[src/rtl/ex_muldiv.sv]
// ex_muldiv -- iterative RV32M/RV64M multiply/divide unit for the execute stage.
//
// It works on operand magnitudes and produces one result bit per cycle. A
// multiply is a shift-add into a 2N-bit accumulator. A divide is a restoring
// shift-subtract. Signs are applied in a single FIX cycle at the end. While
// the operation runs, the unit holds IF/ID/EX through `stall`. The result is
// presented for one cycle with `done`.
//
// Ports:
//   clk, reset        clock, synchronous active-high reset
//   start             valid, unflushed M-extension instruction in EX
//   funct3            000 MUL .. 111 REMU
//   is_word_op        W-form op (only meaningful when XLEN=64)
//   src_a, src_b      forwarded rs1 / rs2
//   flush             abort whatever is in flight
//   stall             hold request to the hazard unit (combinational)
//   done              one-cycle pulse, result valid
//   result            product / quotient / remainder
module ex_muldiv #(
  parameter int XLEN = 32
) (
  input  logic            clk,
  input  logic            reset,
  input  logic            start,
  input  logic [2:0]      funct3,
  input  logic            is_word_op,
  input  logic [XLEN-1:0] src_a,
  input  logic [XLEN-1:0] src_b,
  input  logic            flush,
  output logic            stall,
  output logic            done,
  output logic [XLEN-1:0] result
);

  localparam int CW = $clog2(XLEN) + 1;

  typedef enum logic [1:0] {IDLE, CALC, FIX, DONE} state_t;
  state_t state, state_nxt;

  // latched operation
  logic [2:0]        op_q;
  logic              word_q, sa_q, sb_q;
  logic [CW-1:0]     cnt;
  // mul: acc = running product, mcand = shifted multiplicand, opb = multiplier
  // div: acc = {remainder, dividend/quotient}, opb = divisor
  logic [2*XLEN-1:0] acc, mcand;
  logic [XLEN-1:0]   opb;

  // W-form results are the low 32 bits sign-extended to XLEN
  function automatic logic [XLEN-1:0] ext(input logic [XLEN-1:0] x, input logic w);
    return w ? XLEN'($signed(x[31:0])) : x;
  endfunction

  // ---------------------------------------------------------------------------
  // Operand preparation (decoded in IDLE from the live inputs)
  // ---------------------------------------------------------------------------
  logic            word_in, a_msb, b_msb, sa_in, sb_in, div_in;
  logic            b_zero, ovf, special;
  logic [XLEN-1:0] mask, a_n, b_n, a_min, mag_a, mag_b, div_init, spec_res;

  always_comb begin
    word_in  = (XLEN == 32) || is_word_op;
    mask     = word_in ? XLEN'(32'hFFFF_FFFF) : '1;
    a_n      = src_a & mask;
    b_n      = src_b & mask;
    a_msb    = word_in ? src_a[31] : src_a[XLEN-1];
    b_msb    = word_in ? src_b[31] : src_b[XLEN-1];
    // rs1 is signed for MUL/MULH/MULHSU/DIV/REM, rs2 for MUL/MULH/DIV/REM.
    // Unsigned operands are zero-extended, so their "sign" is simply 0.
    sa_in    = a_msb & (funct3[2] ? ~funct3[0] : (funct3[1:0] != 2'b11));
    sb_in    = b_msb & (funct3[2] ? ~funct3[0] : ~funct3[1]);
    mag_a    = sa_in ? ((-a_n) & mask) : a_n;
    mag_b    = sb_in ? ((-b_n) & mask) : b_n;
    // dividend's MSB must sit at bit XLEN-1 so N shifts consume exactly N bits
    div_init = word_in ? (mag_a << (XLEN - 32)) : mag_a;

    div_in   = funct3[2];
    a_min    = word_in ? XLEN'(32'h8000_0000) : {1'b1, {(XLEN-1){1'b0}}};
    b_zero   = (b_n == '0);
    ovf      = ~funct3[0] & (a_n == a_min) & (b_n == mask);
    special  = div_in & (b_zero | ovf);

    // divide-by-zero: q = all ones, r = dividend; overflow: q = dividend, r = 0
    if (b_zero) spec_res = funct3[1] ? a_n : mask;
    else        spec_res = funct3[1] ? '0  : a_n;
  end

  // ---------------------------------------------------------------------------
  // CALC step (restoring divide) and FIX result select
  // ---------------------------------------------------------------------------
  logic [XLEN:0]     trial, diff;
  logic [2*XLEN-1:0] prod_s;
  logic [XLEN-1:0]   mul_hi, q_s, r_s, fix_raw;

  always_comb begin
    trial = {acc[2*XLEN-1:XLEN], acc[XLEN-1]};
    // diff[XLEN] set means trial < divisor (remainder < divisor <= 2^XLEN-1)
    diff  = trial - {1'b0, opb};

    prod_s  = (sa_q ^ sb_q) ? -acc : acc;
    mul_hi  = word_q ? XLEN'(prod_s[63:32]) : prod_s[2*XLEN-1:XLEN];
    q_s     = (sa_q ^ sb_q) ? -acc[XLEN-1:0] : acc[XLEN-1:0];
    r_s     = sa_q ? -acc[2*XLEN-1:XLEN] : acc[2*XLEN-1:XLEN];

    if (op_q[2])               fix_raw = op_q[1] ? r_s : q_s;
    else if (op_q[1:0] == '0)  fix_raw = prod_s[XLEN-1:0];
    else                       fix_raw = mul_hi;
  end

  // ---------------------------------------------------------------------------
  // FSM
  // ---------------------------------------------------------------------------
  always_ff @(posedge clk) begin
    if (reset) state <= IDLE;
    else       state <= state_nxt;
  end

  always_comb begin
    state_nxt = state;
    stall     = 1'b0;
    done      = 1'b0;
    if (flush) begin
      state_nxt = IDLE;
    end else begin
      case (state)
        IDLE: if (start) begin
          stall     = 1'b1;
          state_nxt = special ? DONE : CALC;
        end
        CALC: begin
          stall = 1'b1;
          if (cnt == CW'(1)) state_nxt = FIX;
        end
        FIX: begin
          stall     = 1'b1;
          state_nxt = DONE;
        end
        DONE: begin
          // start here is still the same instruction, so it is ignored
          done      = 1'b1;
          state_nxt = IDLE;
        end
        default: state_nxt = IDLE;
      endcase
    end
    if (reset) begin
      stall = 1'b0;
      done  = 1'b0;
    end
  end

  // ---------------------------------------------------------------------------
  // Datapath
  // ---------------------------------------------------------------------------
  always_ff @(posedge clk) begin
    if (reset) begin
      op_q   <= '0;
      word_q <= 1'b0;
      sa_q   <= 1'b0;
      sb_q   <= 1'b0;
      cnt    <= '0;
      acc    <= '0;
      mcand  <= '0;
      opb    <= '0;
      result <= '0;
    end else if (!flush) begin
      case (state)
        IDLE: if (start) begin
          op_q   <= funct3;
          word_q <= word_in;
          sa_q   <= sa_in;
          sb_q   <= sb_in;
          cnt    <= word_in ? CW'(32) : CW'(XLEN);
          opb    <= mag_b;
          mcand  <= {{XLEN{1'b0}}, mag_a};
          acc    <= div_in ? {{XLEN{1'b0}}, div_init} : '0;
          if (special) result <= ext(spec_res, word_in);
        end
        CALC: begin
          cnt <= cnt - 1'b1;
          if (op_q[2]) begin
            if (!diff[XLEN]) acc <= {diff[XLEN-1:0],  acc[XLEN-2:0], 1'b1};
            else             acc <= {trial[XLEN-1:0], acc[XLEN-2:0], 1'b0};
          end else begin
            if (opb[0]) acc <= acc + mcand;
            mcand <= mcand << 1;
            opb   <= opb >> 1;
          end
        end
        FIX: result <= ext(fix_raw, word_q);
        default: ;
      endcase
    end
  end

endmodule

[config.mk]
export PLATFORM = sky130hd
export DESIGN_NAME = ex_muldiv
export DESIGN_NICKNAME = d
export VERILOG_FILES = /design/src/rtl/ex_muldiv.sv
export SDC_FILE = /design/constraint.sdc
export NUM_CORES = 1
export LEC_CHECK = 0
export CORE_UTILIZATION = 50
export DETAILED_ROUTE_END_ITERATION = 16
export PLACE_DENSITY = 0.81
export REMOVE_ABC_BUFFERS = 1
export SYNTH_ARGS = -nofsm -noshare
export SYNTH_HDL_FRONTEND = slang
export SYNTH_SLANG_ARGS = --single-unit
[constraint.sdc]
create_clock -name clk -period 4.3 [get_ports clk]
set_clock_uncertainty 0.2 [all_clocks]
set_input_delay 1.29 -clock clk [delete_from_list [all_inputs] [get_ports clk]]
set_output_delay 1.29 -clock clk [all_outputs]
set_load 0.01 [all_outputs]
Word-level counts from Yosys, hierarchy flattened
Index checks and enable logic that the tools add are counted.

Bits of input ports: 72. Word-level logic and storage cells: 93. Bits in registers: 205.

Mux-type cells: 41. $add $sub $neg: 8. Bitwise gates (word level): 10. Reduce and logical (&&, ||, !) cells: 13. Equal/unequal tests: 12.

Operators with widths (number): 2-to-1 mux 32 bit (15); 2-to-1 mux 64 bit (7); case mux 64 bit (2 select lines) (2); negation 32 bit (4); case mux 32 bit (2 select lines) (2); adder 64 bit (1); equality test 32 bit (second input constant) (2); negation 64 bit (1); subtractor 33 x 32 -> 33 bit (1); zero test 32 bit (1); case mux 6 bit (2 select lines) (1); AND reduction 4 bit (3); != test 2 bit (second input constant) (5); 2-to-1 mux 1 bit (8); case mux 2 bit (4 select lines) (1); equality test 6 x 1 -> 1 bit (second input constant) (1); 2-to-1 mux 2 bit (3); 2-to-1 mux 6 bit (1); AND reduction 3 bit (2); subtractor 6 x 1 -> 6 bit (second input constant) (1); AND 1 bit (5); equality test 2 bit (second input constant) (2); zero test 2 bit (2); nonzero test 2 bit (2); 8 further kinds (11).

Depth between registers and ports, before layout
Gate-level depths: netlist (run 1).

Depth after elaboration: 8. Mapped depth: 15. Gate-level depth less buffers: 14.

Worst setup path before layout (run 1)
No wires, ideal clock.

Path kind: input to register. Start: in src_b[0]. End: reg result[3]. Library setup time: 0.132 ns. Cell stages on the path: 15. Path slack: 0.082 ns. Data arrival time: 3.886 ns. Data required time: 3.968 ns. Path buffers: 3. Cell sequence: inv_1 -> ha_1 -> or3b_1 -> nor4_4 -> nand3b_1 -> nor3_2 -> and3b_1 -> buf_2 -> o21a_1 -> nand3_1 -> a21o_1 -> buf_2 -> buf_2 -> a211oi_1 -> nor3_1.

Word-level cells in the longest chain between the ends: 6. Elaborated cells between the ends (all ways): 11.

RTL lines: start, declared (line 28) `input logic [XLEN-1:0] src_b,`; equality test 32 bit (line 80) `ovf = ~funct3[0] & (a_n == a_min) & (b_n == mask);`; AND 1 bit (line 80); bitwise OR 1 bit (line 81) `special = div_in & (b_zero | ovf);`; AND 1 bit (line 81); != test 2 bit (no line); AND reduction 4 bit (no line); end signal, assigned (line 177) `if (special) result <= ext(spec_res, word_in);`; end signal, assigned (line 190) `FIX: result <= ext(fix_raw, word_q);`; end, declared (line 32) `output logic [XLEN-1:0] result`.

Parallel ways exist; a longest one is shown, timed or not. The select of a mux whose other input is x is not followed. A chain may end at the register's enable or synchronous reset.

Final worst setup path (run 1)
Start: reg acc[11]. End: reg result[22].

Word-level cells in the longest chain between the ends: 5. Elaborated cells between the ends (all ways): 8.

RTL lines: start, declared (line 46) `logic [2*XLEN-1:0] acc, mcand;`; start signal, assigned (line 176) `acc <= div_in ? {{XLEN{1'b0}}, div_init} : '0;`; start signal, assigned (line 182) `if (!diff[XLEN]) acc <= {diff[XLEN-1:0], acc[XLEN-2:0], 1'b1};`; start signal, assigned (line 183) `else acc <= {trial[XLEN-1:0], acc[XLEN-2:0], 1'b0};`; negation 64 bit / negation 32 bit (equally long branches) (line 100, 102); 2-to-1 mux 64 bit / 2-to-1 mux 32 bit (equally long branches) (line 100, 102); 2-to-1 mux 32 bit, on equally long branches (line 106, 105); 2-to-1 mux 32 bit * (line 105) `if (op_q[2]) fix_raw = op_q[1] ? r_s : q_s;`; case mux 32 bit (2 select lines) * (line 167) `case (state)`.

Mark *: on every way between the ends. The rest lies on a longest branch, timed or not.

==> impl_results.md, run 1 <==
- Status: completed
- Simple-Gate Fraction of Synth Area: 0.237
- Global-route wire length before repair: 115000 um
- Sw Ratio: 0.350
- Initial antenna violation count: 0
- Utilization after layout: 0.612
- GR Util All Layers: 0.376
- Peak Freq: 0.237 GHz
- Dominant synthesized flop cell: dfxtp_1
- Critical-path cell list: buf_4 -> or4_1 -> nor3_1 -> and2_1 -> nand2_1 -> o41ai_1 -> xnor2_1 -> nor2_1 -> a21oi_1 -> nor2_1 -> a2111oi_1 -> buf_4 -> o31a_1
- Share of cells above drive strength 1: 0.118
- Rows: 71
- Clock transition at path regs: 60 ps
- Remaining antenna violation count: 0
- P_sw: 2210 uW
- Post-DP HPWL: 57300 um
- EDFF count, synth: 0
- Vias per inst: 6.35
- Total core area: 0.0378 mm2
- CTS tree: built
- Slew @ Worst Pin: 1110 ps
- Tmin final: 4220 ps
- IO Pins: 106
- Die Area: 0.0393 mm2
- Cell Pwr Density: 273 mW/mm2
- Max-slew violations: 0
- Yosys top cell area share: 0.213
- Final setup vio count: 0
- Sequential Power Share: 0.327
- Fin nets: 3134
- Most frequent cells after synthesis: nand2_1 (379), nor2_1 (280), a21oi_1 (279), o21ai_0 (253), dfxtp_1 (205)
- Final period util: 0.982
- Post-Synth XOR/XNOR Area: 0.105
- Internal power: 4110 uW
- Peak VDD IR: 0.468 mV
- Clock root cell: clkbuf_16
- Sink Count: 205
- WL final: 76600 um
- Avg Cell Area, Syn: 6.93 um2
- Vias: 22100
- Max-Cap Viols: 0
- H-tree levels: 1
- First-pass iteration count of the detailed router: 7
- Top-count cell post-synth: nand2_1
- Post-place instance area: 0.0221 mm2
- Hold slack: 253 ps
- Clk_lat worst skew: 570 ps
- Critical setup path kind: reg2reg
- Ys Warns: 0
- Leak: 0.00913 uW
- DRC: 0
- Slowest stage delay, CP: 720 ps
- #FFs+latches synth: 205
- Largest family of logic cells by synthesized area: compound AO/OA/AOI/OAI gates
- Combinational power share: 0.309
- Max Buffers Root-to-Sink: 3
- Multiplexer share of the synthesized area: 0.0134
- Synth area leaders: dfxtp_1 (21%), nand2_1 (7.4%), a21oi_1 (7.3%)
- Port buffer count: 104
- Total grt overflow: 0
- Worst setup SP type: flop
- Vias in the first global route: 20800
- Chip height: 198 um
- Initial Utilization: 0.509
- Synth async-reset ratio: 0
- Worst EP arrival: 4540 ps
- Die W: 198 um
- Global placement routability congestion: 1.03
- Cell area after layout: 0.0231 mm2
- Adder-cell share of the synthesized area: 0.0774
- Hold_buf cts: 0
- DRT iter0 DRCs: 2144
- Required time worst endpoint: 4620 ps
- Sequential share of the synthesized area: 0.213
- Total CTS buffers: 25
- Wire per inst: 22.0 um
- Slew headroom: 0.258
- Pin count of the biggest net entering global routing: 99
- Worst-path fanout max: 5
- Synth cell types: 85
- Compound-Gate Fraction of Synth Area: 0.299
- Cell Area, Synth: 0.0192 mm2
- Max stage delay cell, worst path: a2111oi_1
- Area Growth Syn to Fin: 20.2%
- Cell taking the most area after synthesis: dfxtp_1
- Clock share of power: 0.363
- Cells after Synth: 2774
- Final Hold Viols: 0
- Worst min-delay path class: reg2reg
- CP endpoint kind: flop
==> per-layer routing <==
| metal | vias to the layer above | routed length [um] | global-route usage |
|---|---|---|---|
| li1 | 10400 | - | - |
| met1 | 10300 | 29600 | 0.451 |
| met2 | 1137 | 35000 | 0.625 |
| met3 | 314 | 6430 | 0.0571 |
| met4 | 0 | 5520 | 0.239 |
| met5 | - | 0 | 0 |
==> power by group through the flow <==
stage / Sequential, uW / Clock (uW) / Combinational (uW)
floorplan: 2110 / 0 / 1130
global placement: 2100 / 0 / 1850
detailed placement: 2110 / 0 / 1880
CTS: 2070 / 2300 / 1900
global route: 2080 / 2380 / 2090
finish: 2070 / 2300 / 1950
==> registers in the layout, indices dropped and copies added, names as in the netlist <==
signal  count
result     32
cnt         6
sa_q        1
acc        64
mcand      64
opb        32
sb_q        1
state       2
op_q        3
==> final cells by class <==
type | count | area (um2)
repair buffers | 344 | 3000
clock buffers | 33 | 656
multi-input cells | 2298 | 14200
diodes | 1 | 2.50
fillers | 3400 | 14600
clock inverters | 11 | 194
flip-flops and latches | 205 | 4110
well taps | 511 | 639
inverters | 79 | 297
==> worst paths after layout <==
path,start,endpoint,depth (start not counted),slack [ps]
worst max register to register,acc[11],result[22],13,80
worst min-delay path,result[9],result[9],2,250
worst max-delay path,acc[11],result[22],13,80
worst min register to register,result[9],result[9],2,250
==> layout by cell type, fill, tap and decap left out, types with 54 or more instances in the layout <==
cell             instances
xnor2_1                112
buf_4                  229
ha_1                   104
nor3_1                  95
clkdlybuf4s50_1         98
a21o_1                  54
a21oi_1                277
nor2_1                 278
nand2_1                379
o21ai_0                253
inv_1                   75
xor2_1                 116
dfxtp_1                204
a211oi_1                58
==> timing repair <==
item | 4_1_cts | 5_1_grt
setup buffers | 0 | 4
setup endpoints to repair | 0 | 34
resized for setup | 0 | 21
==> kinds of logic (layout without fill, tap and decap cells) <==
kind of cell / Yosys count / count (layout)
buf+inv: 271 / 467
compound gates: 925 / 925
mux: 25 / 25
flops: 205 / 205
simple gates: 998 / 998
fa+ha+maj: 120 / 120
other cells: 0 / 1
xor+xnor: 230 / 230
==> per-stage QoR <==
stage | power [uW] | cells | TNS (ps) | worst slack, ps
after detailed placement | 3990 | 3431 | -12510 | -448
after floorplan | 3240 | 2582 | -345610 | -2660
after global routing | 6550 | 3481 | -112 | -34.4
after CTS | 6260 | 3475 | 0 | 43.1
after global placement | 3950 | 3431 | -8610 | -317
final | 6320 | 3482 | 0 | 77.1
==> critical path, delay by kind of cell, from the launching register on <==
kind,cells,cell delay (ps)
buf+inv,2,380
simple gates,6,1780
xor+xnor,1,200
flops,1,330
compound gates,4,1290
Note: power is estimated with default switching activity, not from simulation.
==> run 2: changes to the inputs <==
Settings changed: CAP_MARGIN set to 20, SKIP_CTS_REPAIR_TIMING set to 1.
==> results of run 2 <==
The final DEF is identical to that of run 1; final timing and power are the same.
